==> config.mk <==
export PLATFORM = sky130hd
export DESIGN_NAME = ov7670_emulator
export DESIGN_NICKNAME = d
export VERILOG_FILES = /design/src/rtl/ov7670_emulator.sv
export SDC_FILE = /design/constraint.sdc
export NUM_CORES = 1
export LEC_CHECK = 0
export ABC_AREA = 1
export CAP_MARGIN = 20
export CORE_ASPECT_RATIO = 0.7
export CORE_UTILIZATION = 28
export DETAILED_ROUTE_END_ITERATION = 8
export PLACE_DENSITY = 0.48
export SYNTH_ARGS = -nofsm -noshare
export SYNTH_HDL_FRONTEND = slang
export SYNTH_SLANG_ARGS = --single-unit
==> constraint.sdc <==
create_clock -name clk -period 5.1 [get_ports clk]
set_input_delay 1.02 -clock clk [delete_from_list [all_inputs] [get_ports clk]]
set_output_delay 1.02 -clock clk [all_outputs]
set_load 0.01 [all_outputs]
==> src/rtl/ov7670_emulator.sv <==
`default_nettype none
// +----------------------------------------------------------------------------+
// | ov7670_emulator                                                            |
// | Replays a frame buffer as an OV7670 pclk/href/vsync/data byte stream        |
// | (RGB444 or YUV422 gray). Optional build macro: OV7670_EMU_TESTPAT_EN adds   |
// | a 'testpat' input that replaces buffer pixels with a col/row pattern.      |
// | Revision: 1.0                                                              |
// +----------------------------------------------------------------------------+
module ov7670_emulator #(
  parameter int c_img_cols     = 80,
  parameter int c_img_rows     = 60,
  parameter int c_nb_line_pxls = 7,
  parameter int c_nb_img_pxls  = 13,
  parameter int c_nb_buf       = 12,
  parameter int c_pclk_div     = 4,
  parameter int c_vsync_bytes  = 16,
  parameter int c_vbp_bytes    = 32,
  parameter int c_hblank_bytes = 20,
  parameter int c_vfp_bytes    = 32
) (
  input  logic                     clk,
  input  logic                     rst,
  input  logic                     enable,
  input  logic                     rgbmode,
  input  logic                     swap_r_b,
`ifdef OV7670_EMU_TESTPAT_EN
  input  logic                     testpat,
`endif
  output logic [c_nb_img_pxls-1:0] addr,
  input  logic [c_nb_buf-1:0]      din,
  output logic                     pclk,
  output logic                     href,
  output logic                     vsync,
  output logic [7:0]               data,
  output logic                     frame_done
);

  localparam int c_nb_div  = $clog2(c_pclk_div);
  localparam int c_bsum    = 2*c_img_cols + c_vsync_bytes + c_vbp_bytes + c_hblank_bytes + c_vfp_bytes;
  localparam int c_nb_bmin = (c_nb_line_pxls + 1 > 5) ? c_nb_line_pxls + 1 : 5;
  localparam int c_nb_bcnt = ($clog2(c_bsum) > c_nb_bmin) ? $clog2(c_bsum) : c_nb_bmin;
  localparam int c_nb_row  = ($clog2(c_img_rows) > 4) ? $clog2(c_img_rows) : 4;

  localparam logic [c_nb_div-1:0]      c_div_last    = c_nb_div'(c_pclk_div - 1);
  localparam logic [c_nb_div-1:0]      c_div_half    = c_nb_div'(c_pclk_div / 2);
  localparam logic [c_nb_bcnt-1:0]     c_vsync_last  = c_nb_bcnt'(c_vsync_bytes - 1);
  localparam logic [c_nb_bcnt-1:0]     c_vbp_last    = c_nb_bcnt'(c_vbp_bytes - 1);
  localparam logic [c_nb_bcnt-1:0]     c_active_last = c_nb_bcnt'(2*c_img_cols - 1);
  localparam logic [c_nb_bcnt-1:0]     c_hblank_last = c_nb_bcnt'(c_hblank_bytes - 1);
  localparam logic [c_nb_bcnt-1:0]     c_vfp_last    = c_nb_bcnt'(c_vfp_bytes - 1);
  localparam logic [c_nb_row-1:0]      c_row_last    = c_nb_row'(c_img_rows - 1);
  localparam logic [c_nb_img_pxls-1:0] c_addr_last   = c_nb_img_pxls'(c_img_cols*c_img_rows - 1);

  typedef enum logic [2:0] {
    S_IDLE   = 3'd0,
    S_VSYNC  = 3'd1,
    S_VBP    = 3'd2,
    S_ACTIVE = 3'd3,
    S_HBLANK = 3'd4,
    S_VFP    = 3'd5
  } state_t;

  state_t                   r_state, w_state_nxt;
  logic [c_nb_div-1:0]      r_cnt_div, w_cnt_nxt;
  logic [c_nb_bcnt-1:0]     r_bcnt, w_bcnt_nxt;
  logic [c_nb_row-1:0]      r_row, w_row_nxt;
  logic [c_nb_img_pxls-1:0] r_addr;
  logic [c_nb_buf-1:0]      r_pix, w_word;
  logic [7:0]               r_data, w_data_nxt;
  logic                     r_pclk, r_href, r_vsync, r_frame_done;
  logic                     r_rgb, r_swap, w_tp;
  logic                     w_tick, w_start, w_frame_end, w_href_nxt, w_vsync_nxt, w_load;

  assign w_tick    = (r_cnt_div == c_div_last);
  assign w_cnt_nxt = w_tick ? '0 : r_cnt_div + 1'b1;

`ifdef OV7670_EMU_TESTPAT_EN
  logic r_tp;
  always_ff @(posedge clk) begin
    if (rst)
      r_tp <= 1'b0;
    else if (w_tick && w_start)
      r_tp <= testpat;
  end
  assign w_tp = r_tp;
`else
  assign w_tp = 1'b0;
`endif

  always_comb begin
    w_state_nxt = r_state;
    w_bcnt_nxt  = r_bcnt + 1'b1;
    w_row_nxt   = r_row;
    w_start     = 1'b0;
    w_frame_end = 1'b0;
    case (r_state)
      S_IDLE: begin
        w_bcnt_nxt = '0;
        if (enable) begin
          w_state_nxt = S_VSYNC;
          w_start     = 1'b1;
        end
      end
      S_VSYNC: if (r_bcnt == c_vsync_last) begin
        w_state_nxt = S_VBP;
        w_bcnt_nxt  = '0;
      end
      S_VBP: if (r_bcnt == c_vbp_last) begin
        w_state_nxt = S_ACTIVE;
        w_bcnt_nxt  = '0;
      end
      S_ACTIVE: if (r_bcnt == c_active_last) begin
        w_state_nxt = S_HBLANK;
        w_bcnt_nxt  = '0;
      end
      S_HBLANK: if (r_bcnt == c_hblank_last) begin
        w_bcnt_nxt = '0;
        if (r_row == c_row_last) begin
          w_state_nxt = S_VFP;
        end else begin
          w_state_nxt = S_ACTIVE;
          w_row_nxt   = r_row + 1'b1;
        end
      end
      S_VFP: if (r_bcnt == c_vfp_last) begin
        w_bcnt_nxt  = '0;
        w_frame_end = 1'b1;
        if (enable) begin
          w_state_nxt = S_VSYNC;
          w_start     = 1'b1;
        end else begin
          w_state_nxt = S_IDLE;
        end
      end
      default: begin
        w_state_nxt = S_IDLE;
        w_bcnt_nxt  = '0;
      end
    endcase
    if (w_start)
      w_row_nxt = '0;

    // Outputs are computed for the byte period that starts after this tick.
    w_href_nxt  = (w_state_nxt == S_ACTIVE);
    w_vsync_nxt = (w_state_nxt == S_VSYNC);
    w_load      = w_href_nxt && !w_bcnt_nxt[0];
    w_word      = w_tp ? {w_bcnt_nxt[4:1], w_row_nxt[3:0], 4'h5} : din;

    w_data_nxt = 8'h00;
    if (w_href_nxt) begin
      if (!w_bcnt_nxt[0]) begin
        if (r_rgb)
          w_data_nxt = r_swap ? {4'h0, w_word[3:0]} : {4'h0, w_word[11:8]};
        else
          w_data_nxt = w_tp ? w_word[11:4] : w_word[7:0];
      end else begin
        if (r_rgb)
          w_data_nxt = r_swap ? {r_pix[7:4], r_pix[11:8]} : r_pix[7:0];
        else
          w_data_nxt = 8'h80;
      end
    end
  end

  always_ff @(posedge clk) begin
    if (rst) begin
      r_cnt_div    <= '0;
      r_pclk       <= 1'b0;
      r_state      <= S_IDLE;
      r_bcnt       <= '0;
      r_row        <= '0;
      r_href       <= 1'b0;
      r_vsync      <= 1'b0;
      r_data       <= 8'h00;
      r_frame_done <= 1'b0;
      r_addr       <= '0;
      r_pix        <= '0;
      r_rgb        <= 1'b0;
      r_swap       <= 1'b0;
    end else begin
      r_cnt_div    <= w_cnt_nxt;
      r_pclk       <= (w_cnt_nxt >= c_div_half);
      r_frame_done <= 1'b0;
      if (w_tick) begin
        r_state      <= w_state_nxt;
        r_bcnt       <= w_bcnt_nxt;
        r_row        <= w_row_nxt;
        r_href       <= w_href_nxt;
        r_vsync      <= w_vsync_nxt;
        r_data       <= w_data_nxt;
        r_frame_done <= w_frame_end;
        if (w_start) begin
          r_rgb  <= rgbmode;
          r_swap <= swap_r_b;
          r_addr <= '0;
        end else if (w_load) begin
          // Holding the last address keeps the read in range through VFP.
          r_pix <= w_word;
          if (r_addr != c_addr_last)
            r_addr <= r_addr + 1'b1;
        end
      end
    end
  end

  assign addr       = r_addr;
  assign pclk       = r_pclk;
  assign href       = r_href;
  assign vsync      = r_vsync;
  assign data       = r_data;
  assign frame_done = r_frame_done;

endmodule
`default_nettype wire

# Yosys cells after proc, flatten, opt, wreduce, memory -nomap -nowiden
# Cells that the tools add are included.
# totals
input_bits	17
ff_bits	59
# classes
add_sub_neg	4
n_reduce_logical	13
mux	32
n_eq_ne	15
order_cmp	1
n_bitwise	3
# ops
cell	n
13-bit two-way mux	3
9-bit two-way mux	4
9-bit case mux with 4 select lines	1
8-bit two-way mux	4
6-bit two-way mux	4
3-bit two-way mux	7
9-bit by 5-bit equality test with 1-bit output (second input constant)	2
3-bit case mux with 6 select lines	1
13-bit by 1-bit adder with 13-bit output (second input constant)	1
13-bit != test (second input constant)	1
9-bit by 1-bit adder with 9-bit output (second input constant)	1
3-bit by 2-bit equality test with 1-bit output (second input constant)	3
9-bit by 4-bit equality test with 1-bit output (second input constant)	1
9-bit by 8-bit equality test with 1-bit output (second input constant)	1
4-bit two-way mux	2
2-bit nonzero test	4
6-bit by 1-bit adder with 6-bit output (second input constant)	1
3-bit by 1-bit equality test with 1-bit output (second input constant)	2
3-bit equality test (second input constant)	2
6-bit equality test (second input constant)	1
3-bit AND reduction	2
1-bit two-way mux	4
4-bit AND reduction	1
3-bit zero test	1
12 further kinds	14

# Longest topological paths before layout
# Gate-level depths: netlist (run 1).
# logic_depth
ltp_word	8
ltp_mapped	15
mapped_depth_nobuf	14

# Least setup slack after synthesis (run 1)
# Ideal clock, no wire load.
# synth_path
path_kind	in2reg
start	input enable
end	register r_addr[11] (netlist: addr[11])
path_buffers	1
cell_stages	8
arrival_time_ns	1.964
setup_time_ns	0.113
slack_ns	3.023
t_required_ns	4.987
path_cell_list	inv_1 o31ai_4 nand2_2 inv_2 nor2_4 buf_6 nor2_1 nor2_1
# synth_via
elab_chain_cells	7
elab_cells_between_ends	13
cone_classes	eq/ne: 1; mux: 8; reduce/logical: 4
# synth_rtl
element	line	text
start: declaration	23	input logic enable,
1-bit two-way mux	99, 128	
3-bit two-way mux	125	S_VFP: if (r_bcnt == c_vfp_last) begin
3-bit case mux with 6 select lines	96	case (r_state)
3-bit by 2-bit equality test with 1-bit output	144	w_href_nxt = (w_state_nxt == S_ACTIVE);
1-bit logical AND	146	w_load = w_href_nxt && !w_bcnt_nxt[0];
2-bit nonzero test (no line)	-	
3-bit AND reduction (no line)	-	
end signal: assignment	200	r_addr <= r_addr + 1'b1;
end: declaration	67	logic [c_nb_img_pxls-1:0] r_addr;
# Several ways; a longest one is shown, not always the timed one.
# A chain may end at the register's enable or synchronous reset.

==> results of run 1 <==
-- per-layer routing --
metal  up-vias  wire, um  global-route usage  part of all wire
met5         -         0                   0                 0
met4         0        84              0.0412             0.011
met3         6       442              0.0542             0.056
met2        53      3210               0.210              0.40
met1      1282      4210               0.206              0.53
li1       1566         -                   -                 -
-- synthesized netlist by cell type, types with 3 or more instances --
cell type	n	area, um^2
a21oi_1	29	145
a31oi_1	3	18.8
clkbuf_1	5	18.8
dfxtp_1	58	1160
ha_1	4	50.1
inv_1	50	188
inv_2	5	18.8
nand2_1	88	330
nand2_2	8	50.1
nand2_4	3	33.8
nand3_1	28	140
nand4_1	3	18.8
nor2_1	64	240
nor2_8	3	60.1
nor3_1	18	90.1
nor3b_1	3	22.5
o21ai_0	48	240
o22ai_1	4	25.0
xor2_1	7	61.3
-- sequential cells by signal (all words and copies together) (netlist names) --
name / count
addr: 13
r_pix: 12
r_bcnt: 9
data: 8
r_row: 6
r_state: 3
frame_done: 1
href: 1
pclk: 1
r_cnt_div: 1
r_rgb: 1
r_swap: 1
vsync: 1
-- where the power goes --
part	switching [W]	internal (W)	total (W)
logic	0.0000469	0.0000318	0.0000787
clock network	0.000201	0.000349	0.000550
registers	0.00000586	0.000460	0.000466
total	0.000254	0.000841	0.00109
-- worst paths after layout --
path                              startpoint      endpoint  slack, ns  depth (start not counted)
worst min-delay path            r_cnt_div[0]  r_cnt_div[0]       0.42                          1
worst max register to register     r_bcnt[0]      r_pix[1]       2.48                         12
worst min register to register  r_cnt_div[0]  r_cnt_div[0]       0.42                          1
worst max-delay path                     rst       data[2]       2.05                          4
-- worst max-delay path: cells and delay by family --
family                 cells  cell delay (ns)
AOI/OAI and AO/OA          1             0.15
buffers and inverters      2             1.49
and+or+nand+nor            1             0.57
-- cells by family after synthesis --
family	after synthesis
adder cells (fa/ha/maj)	4
AND/OR/NAND/NOR	230
XOR/XNOR	7
buffers and inverters	67
AO/OA/AOI/OAI	89
flip-flops	58
-- final cells by class --
cell class	count	area (um^2)
clock buffers	12	256
clock inverters	3	15.0
fillers	1138	6630
inverters	57	214
multi-input cells	330	1680
flip-flops and latches	58	1160
well taps	148	185
repair buffers	41	410
-- metrics by stage --
step | cell area [um^2] | worst slack [ns]
after floorplan | 3110 | 3.02
after global placement | 3650 | 1.71
after detailed placement | 3650 | 1.66
after CTS | 3920 | 2.02
after global routing | 3920 | 1.80
final | 3920 | 2.05
==> reports/qor.csv, run 1 <==
metric,value,unit
yosysUniqueCellTypes,33,
power_leakage,1.61,nW
cts.sinks,58,
layout.cells.non_filler,649,
tns,0,ns
p_per_area,279,nW/um^2
avgSynthCellArea,6.83,um^2
maxSlewViolCount,0,
worst_pin_slew,0.776,ns
grt_usage,0.148,
antenna_found_initial,0,
die_area,11500,um^2
syn2layout_area_growth,26.1,%
cts_resized,0,
synthCells,455,
firstDrtPassIters,4,
setup_viol,0,
hold_ws,0.424,ns
rows,31,
rsz0062_at_grt,no,
synth-xor-area-share,0.0197,
crit_type,input port to flip-flop,
fin_util,0.372,
grt_pass1_wl,13.2,mm
start_util,0.295,
cap_violations,0,
start_kind,input port,
finalHoldViolCount,0,
cp-end-kind,flip-flop,
core-area,10600,um^2
cts-root-buf,clkbuf_16,
period_share,0.598,
htreeDepth,3,
cpMaxStageDelayCell,clkinv_1,
avgViaCountPerCell,4.48,
dp_hpwl,5.86,mm
slowest_delay,0.75,ns
synth-edff-count,0,
grt_overflow,0,
synth_flop_cell,dfxtp_1,
netlist_area,3110,um^2
ant_nets,0,
synth_fa_ha_area_frac,0.0161,
grt_pass1_vias,2694,
worstSkewPairLatency,0.33,ns
synth_compound_area_frac,0.155,
placed_cells,634,
drcViolationCount,0,
antenna_cells,0,
routabilityCongestion,0.847,
hold_path_class,flip-flop to flip-flop,
p_total,0.00109,W
final_layout_size_suffix_gt1_frac,0.0878,
worstPathMaxFanout,28,
layout_commonest_cell,nand2_1,
clk_path_buf_depth,2,
slew_headroom,0.479,
routedWlPerCell,12.2,um
synth_top_family_by_area,simple AND/OR/NAND/NOR gates,
ctsHoldBuffers,0,
cts_made_buffers,9,
path_cells,clkdlybuf4s50_1 -> clkinv_1 -> nand4_1 -> o21ai_0,
wl,7.95,mm
fmax,328,MHz
tritoncts,done,
nets,518,
irDropWorstVdd,0.196,mV
synthSimpleGateAreaFrac,0.349,
io_pins,42,
num_vias,2907,
layout_common_cells,"nand2_1 (88), nor2_1 (64), dfxtp_1 (58)",
drtIter0Drc,156,
ys_seq_area_frac,0.373,
fp.dieH,90.2,um
fp.dieW,128,um
clock_skew,0.00914,ns
clk_pin_slew_worst_paths,0.05,ns
synth_seq_cells,58,
arrival,3.25,ns
synthesis.nets,476,
period_minus_slack,3.05,ns
post_cts_buffers,0,
outcome,finished clean,
synth_warnings,0,
io_buffers,41,
grt_start_max_net_pins,29,
muxShareOfSynthArea,0,
required,5.30,ns
synthArstFlopShare,0,
Note: power is estimated with default switching activity, not from simulation.
==> run 2: changes to the inputs <==
--- a/config.mk
+++ b/config.mk
@@ -10,7 +10,7 @@
 export CORE_ASPECT_RATIO = 0.7
 export CORE_UTILIZATION = 28
 export DETAILED_ROUTE_END_ITERATION = 8
-export PLACE_DENSITY = 0.48
+export PLACE_DENSITY = 0.5
 export SYNTH_ARGS = -nofsm -noshare
 export SYNTH_HDL_FRONTEND = slang
 export SYNTH_SLANG_ARGS = --single-unit
==> constraint.sdc (replaced) <==
create_clock -name clk -period 2.5 [get_ports clk]
set_input_delay 0.5 -clock clk [delete_from_list [all_inputs] [get_ports clk]]
set_output_delay 0.5 -clock clk [all_outputs]
set_load 0.01 [all_outputs]
==> run 2 against run 1 <==
Global-route usage up 0.15 points. Core utilization rose by 1.2 points. Non-clock buffer count up 10. First-iteration DRC count up 63%. Critical path depth grew 10. Worst setup slack lost 1.8 ns. Largest cell class unchanged. Largest power group unchanged. Highest routed layer unchanged.
==> reports/qor.csv, run 2 (same netlist as run 1, synthesis figures left out) <==
metric,value,unit
outcome,finished clean,
die_area,11500,um^2
slowest_delay,0.37,ns
cpMaxStageDelayCell,dfxtp_1,
crit_type,flip-flop to flip-flop,
layout_common_cells,"nand2_1 (88), nor2_1 (64), dfxtp_1 (58)",
clk_pin_slew_worst_paths,0.05,ns
start_util,0.295,
antenna_found_initial,0,
grt_usage,0.149,
cp-end-kind,flip-flop,
finalHoldViolCount,0,
cts_made_buffers,9,
irDropWorstVdd,0.296,mV
dpl_cell_area,3720,um^2
fp.dieH,90.2,um
grt_pass1_wl,13.5,mm
nets,528,
wl,8.12,mm
layout_commonest_cell,nand2_1,
seq_area,1160,um^2
hold_path_class,flip-flop to flip-flop,
worst_path_dominant_cell_family,simple AND/OR/NAND/NOR gates,
core-area,10600,um^2
antenna_cells,0,
stdcell_area,4050,um^2
syn2layout_area_growth,30.3,%
cts_resized,0,
drtIter0Drc,254,
setup_viol,0,
p_per_area,607,nW/um^2
largest_register_ffs,13,
worstPathMaxFanout,14,
required,2.72,ns
routabilityCongestion,0.849,
io_buffers,41,
rsz0062_at_grt,no,
cts.sinks,58,
clock_skew,0.00620,ns
maxSlewViolCount,0,
path_cells,ha_1 -> nand3_2 -> clkinv_1 -> nand3_1 -> nand2_1 -> nand2_1 -> nor2_1 -> nand2_2 -> nand2_4 -> nor2_8 -> nor2_4 -> nand2_1 -> nand2_1 -> nor2_1,
ctsHoldBuffers,0,
worst-path-buf-inv,1,
fmax,436,MHz
fin_util,0.384,
num_vias,3015,
grt_pass1_vias,2732,
grt_overflow,0,
multi_input_comb_area,1680,um^2
power_leakage,1.68,nW
ant_nets,0,
final_layout_size_suffix_gt1_frac,0.109,
worst_pin_slew,0.769,ns
clk_path_buf_depth,2,
tns,0,ns
avgViaCountPerCell,4.57,
tritoncts,done,
p_total,0.00246,W
period_minus_slack,2.29,ns
routedWlPerCell,12.3,um
cts-root-buf,clkbuf_16,
dp_hpwl,6.10,mm
post_cts_buffers,0,
firstDrtPassIters,4,
rows,31,
cap_violations,0,
drcViolationCount,0,
period_share,0.917,
htreeDepth,3,
fp.dieW,128,um
arrival,2.51,ns
grt_start_max_net_pins,26,
slew_headroom,0.486,
fillers,1147,
io_pins,42,
crit_top_cell,nand2_1,
worstSkewPairLatency,0.33,ns
start_kind,flip-flop,
-- run 2: cell types whose count changed in the layout (fill, tap and decap cells not counted), sizes merged --
cell	previous run	this run
buf	0	10
bufinv	0	2
clkbuf	12	10
clkinv	5	3
clkinvlp	0	2
inv	55	56
-- run 2: layer usage --
metal,vias up,GRT usage,wire [um],share of wire
met3,7,0.0387,388,0.048
met2,67,0.207,3170,0.39
met1,1357,0.222,4470,0.55
met4,0,0.0441,90,0.011
met5,-,0,0,0
li1,1584,-,-,-
-- run 2: power by group --
group | switching, W | total [W] | internal (W)
logic | 0.0000982 | 0.000169 | 0.0000707
clock network | 0.000443 | 0.00134 | 0.000900
registers | 0.0000118 | 0.000949 | 0.000937
-- run 2: area by class of cell --
type	instances	share of cell area
flip-flops and latches	58	0.287
clock inverters	6	0.0219
inverters	57	0.0528
clock buffers	10	0.0590
repair buffers	51	0.120
well taps	148	0.0457
multi-input cells	330	0.414
-- run 2: worst paths after layout --
check,from,end,slack [ns],cells after the start
hold / removal,r_cnt_div[0],r_cnt_div[0],0.42,1
setup reg to reg,r_bcnt[0],addr[5],0.21,14
hold reg to reg,r_cnt_div[0],r_cnt_div[0],0.42,1
setup / recovery,r_bcnt[0],addr[5],0.21,14
-- run 2: per-stage QoR --
step / hold slack (ns) / setup WS, ns / std cells
4_1_cts: 0.421 / 0.237 / 660
5_1_grt: 0.434 / 0.0334 / 660
6_report: 0.422 / 0.208 / 660
2_1_floorplan: 0.397 / 0.573 / 455
3_3_place_gp: 0.415 / 0.250 / 644
3_5_place_dp: 0.413 / 0.244 / 644
